<file path="config.mk">
export PLATFORM = sky130hd
export DESIGN_NAME = iob_cache_replace_arbiter
export DESIGN_NICKNAME = d
export VERILOG_FILES = /design/src/rtl/iob_cache_replace_arbiter.sv
export SDC_FILE = /design/constraint.sdc
export NUM_CORES = 1
export LEC_CHECK = 0
export BUFFER_PORTS_ARGS = -buffer_cell sky130_fd_sc_hd__buf_2
export CAP_MARGIN = 0
export CORE_ASPECT_RATIO = 0.75
export CORE_UTILIZATION = 42
export CTS_CLUSTER_SIZE = 30
export DETAILED_ROUTE_END_ITERATION = 10
export PLACE_DENSITY = 0.88
export SETUP_SLACK_MARGIN = 0.1
export SLEW_MARGIN = 40
export SYNTH_ARGS = -nofsm -noshare
export SYNTH_HDL_FRONTEND = slang
export SYNTH_SLANG_ARGS = --single-unit
</file>
<file path="constraint.sdc">
create_clock -name clk_i -period 1.97 [get_ports clk_i]
set_input_delay 0.197 -clock clk_i [delete_from_list [all_inputs] [get_ports clk_i]]
set_output_delay 0.197 -clock clk_i [all_outputs]
set_load 0.01 [all_outputs]
</file>
<file path="src/rtl/iob_cache_replace_arbiter.sv">
// Purpose: round-robin share of one back-end line-refill port between two cache front-ends.
// Latency: grant/issue 1 cycle after a request is sampled in IDLE; read beats pass through combinationally.
// Backpressure: no new grant while the back-end reports busy; requester valids are ignored outside IDLE.
module iob_cache_replace_arbiter #(
   parameter int REPL_ADDR_W = 28,
   parameter int LINE2BE_W   = 2,
   parameter int BE_DATA_W   = 32
) (
   input  logic                   clk_i,
   input  logic                   rst_i,
   // requester 0
   input  logic                   r0_replace_valid_i,
   input  logic [REPL_ADDR_W-1:0] r0_replace_addr_i,
   output logic                   r0_replace_o,
   output logic                   r0_read_valid_o,
   output logic [LINE2BE_W-1:0]   r0_read_addr_o,
   output logic [BE_DATA_W-1:0]   r0_read_rdata_o,
   // requester 1
   input  logic                   r1_replace_valid_i,
   input  logic [REPL_ADDR_W-1:0] r1_replace_addr_i,
   output logic                   r1_replace_o,
   output logic                   r1_read_valid_o,
   output logic [LINE2BE_W-1:0]   r1_read_addr_o,
   output logic [BE_DATA_W-1:0]   r1_read_rdata_o,
   // back-end
   output logic                   be_replace_valid_o,
   output logic [REPL_ADDR_W-1:0] be_replace_addr_o,
   input  logic                   be_replace_i,
   input  logic                   be_read_valid_i,
   input  logic [LINE2BE_W-1:0]   be_read_addr_i,
   input  logic [BE_DATA_W-1:0]   be_read_rdata_i,
   // status
   output logic                   grant_o,
   output logic                   err_o
);

   // Beat counter is one bit wider than the line index so a long burst is
   // distinguishable from a complete one.
   localparam int CNT_W = LINE2BE_W + 1;
   localparam logic [CNT_W-1:0] LINE_BEATS = {1'b1, {LINE2BE_W{1'b0}}};
   localparam logic [CNT_W-1:0] CNT_MAX    = {CNT_W{1'b1}};

   typedef enum logic [1:0] {
      ST_IDLE  = 2'd0,
      ST_ISSUE = 2'd1,
      ST_BUSY  = 2'd2
   } state_t;

   state_t                 state_q, state_d;
   logic                   grant_q, grant_d;
   logic                   last_q, last_d;
   logic [REPL_ADDR_W-1:0] addr_q, addr_d;
   logic [CNT_W-1:0]       beat_cnt_q, beat_cnt_d;
   logic                   err_q, err_d;

   // Decoded conditions shared by the next-state and datapath logic.
   logic req_any;
   logic arb_pick;
   logic arb_go;
   logic refill_done;
   logic in_refill;

   // Arbitration decision: tie goes to the requester that did not finish last.
   always_comb begin
      req_any     = r0_replace_valid_i | r1_replace_valid_i;
      arb_pick    = (r0_replace_valid_i & r1_replace_valid_i) ? ~last_q : r1_replace_valid_i;
      arb_go      = (state_q == ST_IDLE) & ~be_replace_i & req_any;
      refill_done = (state_q == ST_BUSY) & ~be_replace_i;
      in_refill   = (state_q != ST_IDLE);
   end

   // State register and datapath flops; reset aborts any refill in progress.
   always_ff @(posedge clk_i) begin
      if (rst_i) begin
         state_q    <= ST_IDLE;
         grant_q    <= 1'b0;
         last_q     <= 1'b1;
         addr_q     <= '0;
         beat_cnt_q <= '0;
         err_q      <= 1'b0;
      end else begin
         state_q    <= state_d;
         grant_q    <= grant_d;
         last_q     <= last_d;
         addr_q     <= addr_d;
         beat_cnt_q <= beat_cnt_d;
         err_q      <= err_d;
      end
   end

   // Next-state: IDLE -> ISSUE on grant, ISSUE -> BUSY on back-end ack, BUSY -> IDLE when it drops.
   always_comb begin
      state_d = state_q;
      case (state_q)
         ST_IDLE: begin
            if (arb_go) begin
               state_d = ST_ISSUE;
            end
         end
         ST_ISSUE: begin
            if (be_replace_i) begin
               state_d = ST_BUSY;
            end
         end
         ST_BUSY: begin
            if (!be_replace_i) begin
               state_d = ST_IDLE;
            end
         end
         default: begin
            state_d = ST_IDLE;
         end
      endcase
   end

   // Datapath: latch owner and address on grant, count beats, flag protocol errors.
   always_comb begin
      grant_d    = grant_q;
      last_d     = last_q;
      addr_d     = addr_q;
      beat_cnt_d = beat_cnt_q;
      err_d      = err_q;

      if (arb_go) begin
         grant_d    = arb_pick;
         addr_d     = arb_pick ? r1_replace_addr_i : r0_replace_addr_i;
         beat_cnt_d = '0;
      end

      // Beats only count while a refill is owned; the counter sticks at all-ones.
      if (in_refill && be_read_valid_i && (beat_cnt_q != CNT_MAX)) begin
         beat_cnt_d = beat_cnt_q + 1'b1;
      end

      // A beat with no owner is dropped and flagged.
      if (!in_refill && be_read_valid_i) begin
         err_d = 1'b1;
      end

      if (refill_done) begin
         last_d = grant_q;
         if (beat_cnt_q != LINE_BEATS) begin
            err_d = 1'b1;
         end
      end
   end

   // Outputs: only the valids are steered to the owner; address and data fan out ungated.
   always_comb begin
      r0_replace_o       = in_refill & ~grant_q;
      r1_replace_o       = in_refill &  grant_q;
      r0_read_valid_o    = be_read_valid_i & in_refill & ~grant_q;
      r1_read_valid_o    = be_read_valid_i & in_refill &  grant_q;
      r0_read_addr_o     = be_read_addr_i;
      r1_read_addr_o     = be_read_addr_i;
      r0_read_rdata_o    = be_read_rdata_i;
      r1_read_rdata_o    = be_read_rdata_i;
      be_replace_valid_o = (state_q == ST_ISSUE);
      be_replace_addr_o  = addr_q;
      grant_o            = grant_q;
      err_o              = err_q;
   end

endmodule

</file>
Word level (Yosys, flattened, before mapping)
Cells that the tools add are included.

Input bits: 96. Register bits: 36. Logic and storage cells: 46. Output and inout bits: 103.

$add $sub $neg: 1. Reduce and logical (&&, ||, !) cells: 8. Equal/unequal tests: 7. Bitwise gates (word level): 13. Mux-type cells: 11.

Operator list (number): $mux 28 (1); $and 1x1->1 (9); $mux 2 (3); $mux 3 (2); $ne 3x3->1 const B (2); $pmux 2 s3 (1); $mux 1 (4); $ne 2x2->1 const B (2); $reduce_bool 2->1 (2); $add 3x1->3 const B (1); $logic_and 1x1->1 (3); $not 1->1 (3); $reduce_and 3->1 (1); $eq 2x1->1 const B (1); $eq 2x2->1 const B (1); $logic_not 2->1 (1); $ne 2x1->1 const B (1); $logic_not 1->1 (1); $or 1x1->1 (1).

Logic depth before layout (Yosys ltp)
Word-level depth: 6. Depth in mapped cells: 5. Depth with buffers taken out: 5.

Least setup slack after synthesis
Ideal clock, no wire load.

Kind: reg2reg. Start: register beat_cnt_q[0]. End: register beat_cnt_q[1]. Data arrival time: 1252 ps. Required time: 1883 ps. Setup time: 87 ps. Slack: 631 ps. Buffers on the path: 0. Period minus slack after synthesis: 1339 ps. Cell stages (with the launch flop): 5. Cells stage by stage: dfxtp_1 -> ha_1 -> ha_1 -> or4b_1 -> o31ai_1.

Cells in the longest elaborated chain, start to end: 3. Elaborated cells on any way between the ends: 5. Those cells by class: 1 x add/sub; 1 x eq/ne; 1 x mux; 2 x reduce/logical.

Ends and longest elaborated chain: start, declared (line 53) `logic [CNT_W-1:0] beat_cnt_q, beat_cnt_d;`; start signal, assigned (line 86) `beat_cnt_q <= beat_cnt_d;`; parallel branches: the longest is 3 deep, another holds $add 3x1->3.

Parallel ways; which one is timed is not known. A chain may end at the register's enable or synchronous reset.

Worst setup path after layout
Start: register state_q[0]. End: register addr_q[26] (netlist: be_replace_addr_o[26]).

Cells in the longest elaborated chain, start to end: 3.

Ends and longest elaborated chain: start, declared (line 49) `state_t state_q, state_d;`; start signal, assigned (line 82) `state_q <= state_d;`; $logic_not 2->1 (line 67) `arb_go = (state_q == ST_IDLE) & ~be_replace_i & req_any;`; $and 1x1->1 (2 in a row) (line 67); end signal, assigned (line 85) `addr_q <= addr_d;`; end, declared (line 52) `logic [REPL_ADDR_W-1:0] addr_q, addr_d;`.

Every way passes these cells.

==> flow_summary.json <==
{
  "initialDrtViolationCount": 77,
  "ys_warn_count": 0,
  "syn_to_final_growth_pct": 3.824,
  "setup_viol": 0,
  "numCtsBuffers": 5,
  "cts_setup_buffers": 0,
  "layout.nets": 395,
  "die_w_um": 89.67,
  "grt_pass1_vias": 1749,
  "drcViolationCount": 0,
  "ys_seq_area_share_pct": 29.77,
  "grt_usage_pct": 18.41,
  "clockBufferDepth": 2,
  "ant_nets": 0,
  "final_util_pct": 46.22,
  "fin_crit_sh_pct": 77.52,
  "seq_area_um2": 720.7,
  "worstPathRequired_ns": 2.11,
  "syn_avg_cell_area_um2": 8.868,
  "slew_headroom_pct": 57.23,
  "drive_gt1_share_pct": 49.83,
  "synthXorXnorAreaFrac_pct": 0.3618,
  "hp-class": "in -> reg",
  "rsz0062_at_grt": "no",
  "synth.top_cell.area_share_pct": 29.77,
  "fp.dieArea_um2": 6075,
  "cp.buffers_inverters": 0,
  "synth_top_family_by_area": "buffers and inverters",
  "crit_slowest_cell": "nor2_8",
  "critPathMaxStageDelay_ns": 0.45,
  "hold_ws_ns": 0.1410,
  "detail_route.wl_per_cell_um": 14.20,
  "path_cells": "or2_4 > nor2_8 > a311oi_2",
  "synth_area_um2": 2421,
  "num_rows": 23,
  "clk_root_buffer_cell": "clkbuf_8",
  "tns_ns": 0,
  "core_um2": 5439,
  "outcome": "finished clean",
  "mostFrequentLayoutCells": "buf_2 (96), nand2_1 (47), dfxtp_1 (36)",
  "p_sw_mw": 0.5317,
  "fmax_ghz": 0.6548,
  "cpLargestDelayFamily": "simple AND/OR/NAND/NOR gates",
  "synth.distinct_cells": 39,
  "h-tree-depth": 2,
  "fin_skew_ns": 0.007656,
  "cp.arrival_ns": 1.66,
  "dieHeight_um": 67.75,
  "postCtsHoldBufs": 0,
  "layout_commonest_cell": "buf_2",
  "pwr-share-clk_pct": 33.8,
  "hpwl_um": 3813,
  "finalMaxSlewViolations": 0,
  "p_int_mw": 1.348,
  "grt_first_pass_wirelength_um": 8424,
  "synthArstFlopShare_pct": 0,
  "routabilityCongestion": 0.7246,
  "ios": 199,
  "fillers": 536,
  "port_buffers": 96,
  "p_leak_nw": 1.118,
  "cellPowerDensity_nw_per_um2": 747.9,
  "synth-seq-cells": 36,
  "tightest_slew_ns": 0.6415,
  "num_vias": 1881,
  "combPwrFrac_pct": 22.5,
  "ys.flop_type": "dfxtp_1",
  "synth-simple-area-share_pct": 15.45,
  "cts_resized": 0,
  "synth-edff-count": 0,
  "path_max_fanout": 28,
  "ir_drop_mv": 0.2460,
  "worstSetupPathType": "reg -> reg",
  "netlist_instances": 273,
  "synth_area_leaders": "dfxtp_1 (30%), buf_4 (22%), a311oi_2 (13%), nand2_1 (7.3%), a21oi_1 (6.0%)",
  "hold_viol_final": 0,
  "cts_tree": "yes",
  "wirelength_um": 5296,
  "critPathLaunchType": "register",
  "grt_overflow": 0,
  "swShare_pct": 28.28,
  "period_needed_ns": 1.527,
  "clock_latency_ns": 0.28,
  "antenna_found_initial": 1,
  "synthesis.nets": 372,
  "end_kind": "register",
  "cap_viol_max_count": 0,
  "first_pass_iters": 4,
  "grt_max_degree": 30,
  "start_util_pct": 44.51,
  "synth_top_area_cell": "dfxtp_1",
  "synth.area.mux_share_pct": 0,
  "cts.reportedPaths.clkPinSlew_ns": 0.08,
  "cts.sinks": 36,
  "seq_power_share_pct": 43.7,
  "synth_fa_ha_area_share_pct": 1.550,
  "multi_input_area_um2": 1056,
  "viasPerCell": 5.043,
  "synth_compound_area_share_pct": 25.84
}
synth_stat cells (2+ instances only):
cell type,n
nand2_1,47
dfxtp_1,36
clkbuf_1,3
nor2_1,4
a311oi_2,21
nand2_2,10
buf_6,4
buf_2,6
a21oi_1,29
a311oi_1,7
inv_1,2
nand2b_1,2
o31ai_1,2
ha_1,3
nor2b_1,2
buf_4,72
metrics by stage:
step	total power [mW]	cell area [µm²]	std cells	setup slack [ns]
floorplan	1.255	2421	273	0.6313
global placement	1.251	2404	364	0.5008
detailed placement	1.265	2404	364	0.4250
CTS	1.907	2511	372	0.4188
global route	1.997	2514	373	0.3380
finish	1.880	2514	373	0.4429
registers in the layout, summed over array words and instances (netlist names):
signal             count
last_q                 1
beat_cnt_q             3
grant_o                1
err_o                  1
be_replace_addr_o     28
state_q                2
routing by layer:
metal | up-vias | part of all wire, % | track usage (%)
li1 | 929 | - | -
met1 | 844 | 47 | 23.20
met2 | 102 | 45 | 28.41
met3 | 6 | 7.7 | 6.724
met4 | 0 | 0.96 | 7.540
met5 | - | 0 | 0
worst register-to-register path, delay by kind of cell, from the launching register on:
| kind | cells | cell delay, ns |
|---|---|---|
| and+or+nand+nor | 2 | 0.78 |
| AOI/OAI and AO/OA | 1 | 0.21 |
| DFF | 1 | 0.40 |
final timing paths:
check,startpoint,cells after the start,end,slack [ns]
max,state_q[0],3,be_replace_addr_o[26],0.44
min,be_replace_i,2,state_q[0],0.14
max reg2reg,state_q[0],3,be_replace_addr_o[26],0.44
min reg2reg,err_o,2,err_o,0.50
cell type report:
cell class	count	share of cell area, %
diodes	1	0.09955
clock buffers	6	2.887
clock inverters	2	1.394
inverters	2	0.2987
multi-input cells	149	42.01
flip-flops and latches	36	28.67
well taps	75	3.733
repair buffers	102	20.91
logic make-up (layout without fill, tap and decap cells):
logic type               Yosys count  after routing
buffers and inverters             88            112
other                              0              1
XOR/XNOR                           1              1
AO/OA/AOI/OAI                     69             69
AND/OR/NAND/NOR                   76             76
flip-flops                        36             36
adder cells (fa/ha/maj)            3              3
power groups by stage:
stage	clock [mW]	sequential, mW	combinational [mW]
finish	0.636	0.821	0.423
global route	0.696	0.827	0.474
CTS	0.658	0.821	0.429
detailed placement	0	0.836	0.429
global placement	0	0.835	0.416
floorplan	0	0.858	0.397
No activity file was read; power rests on OpenSTA's default activity.
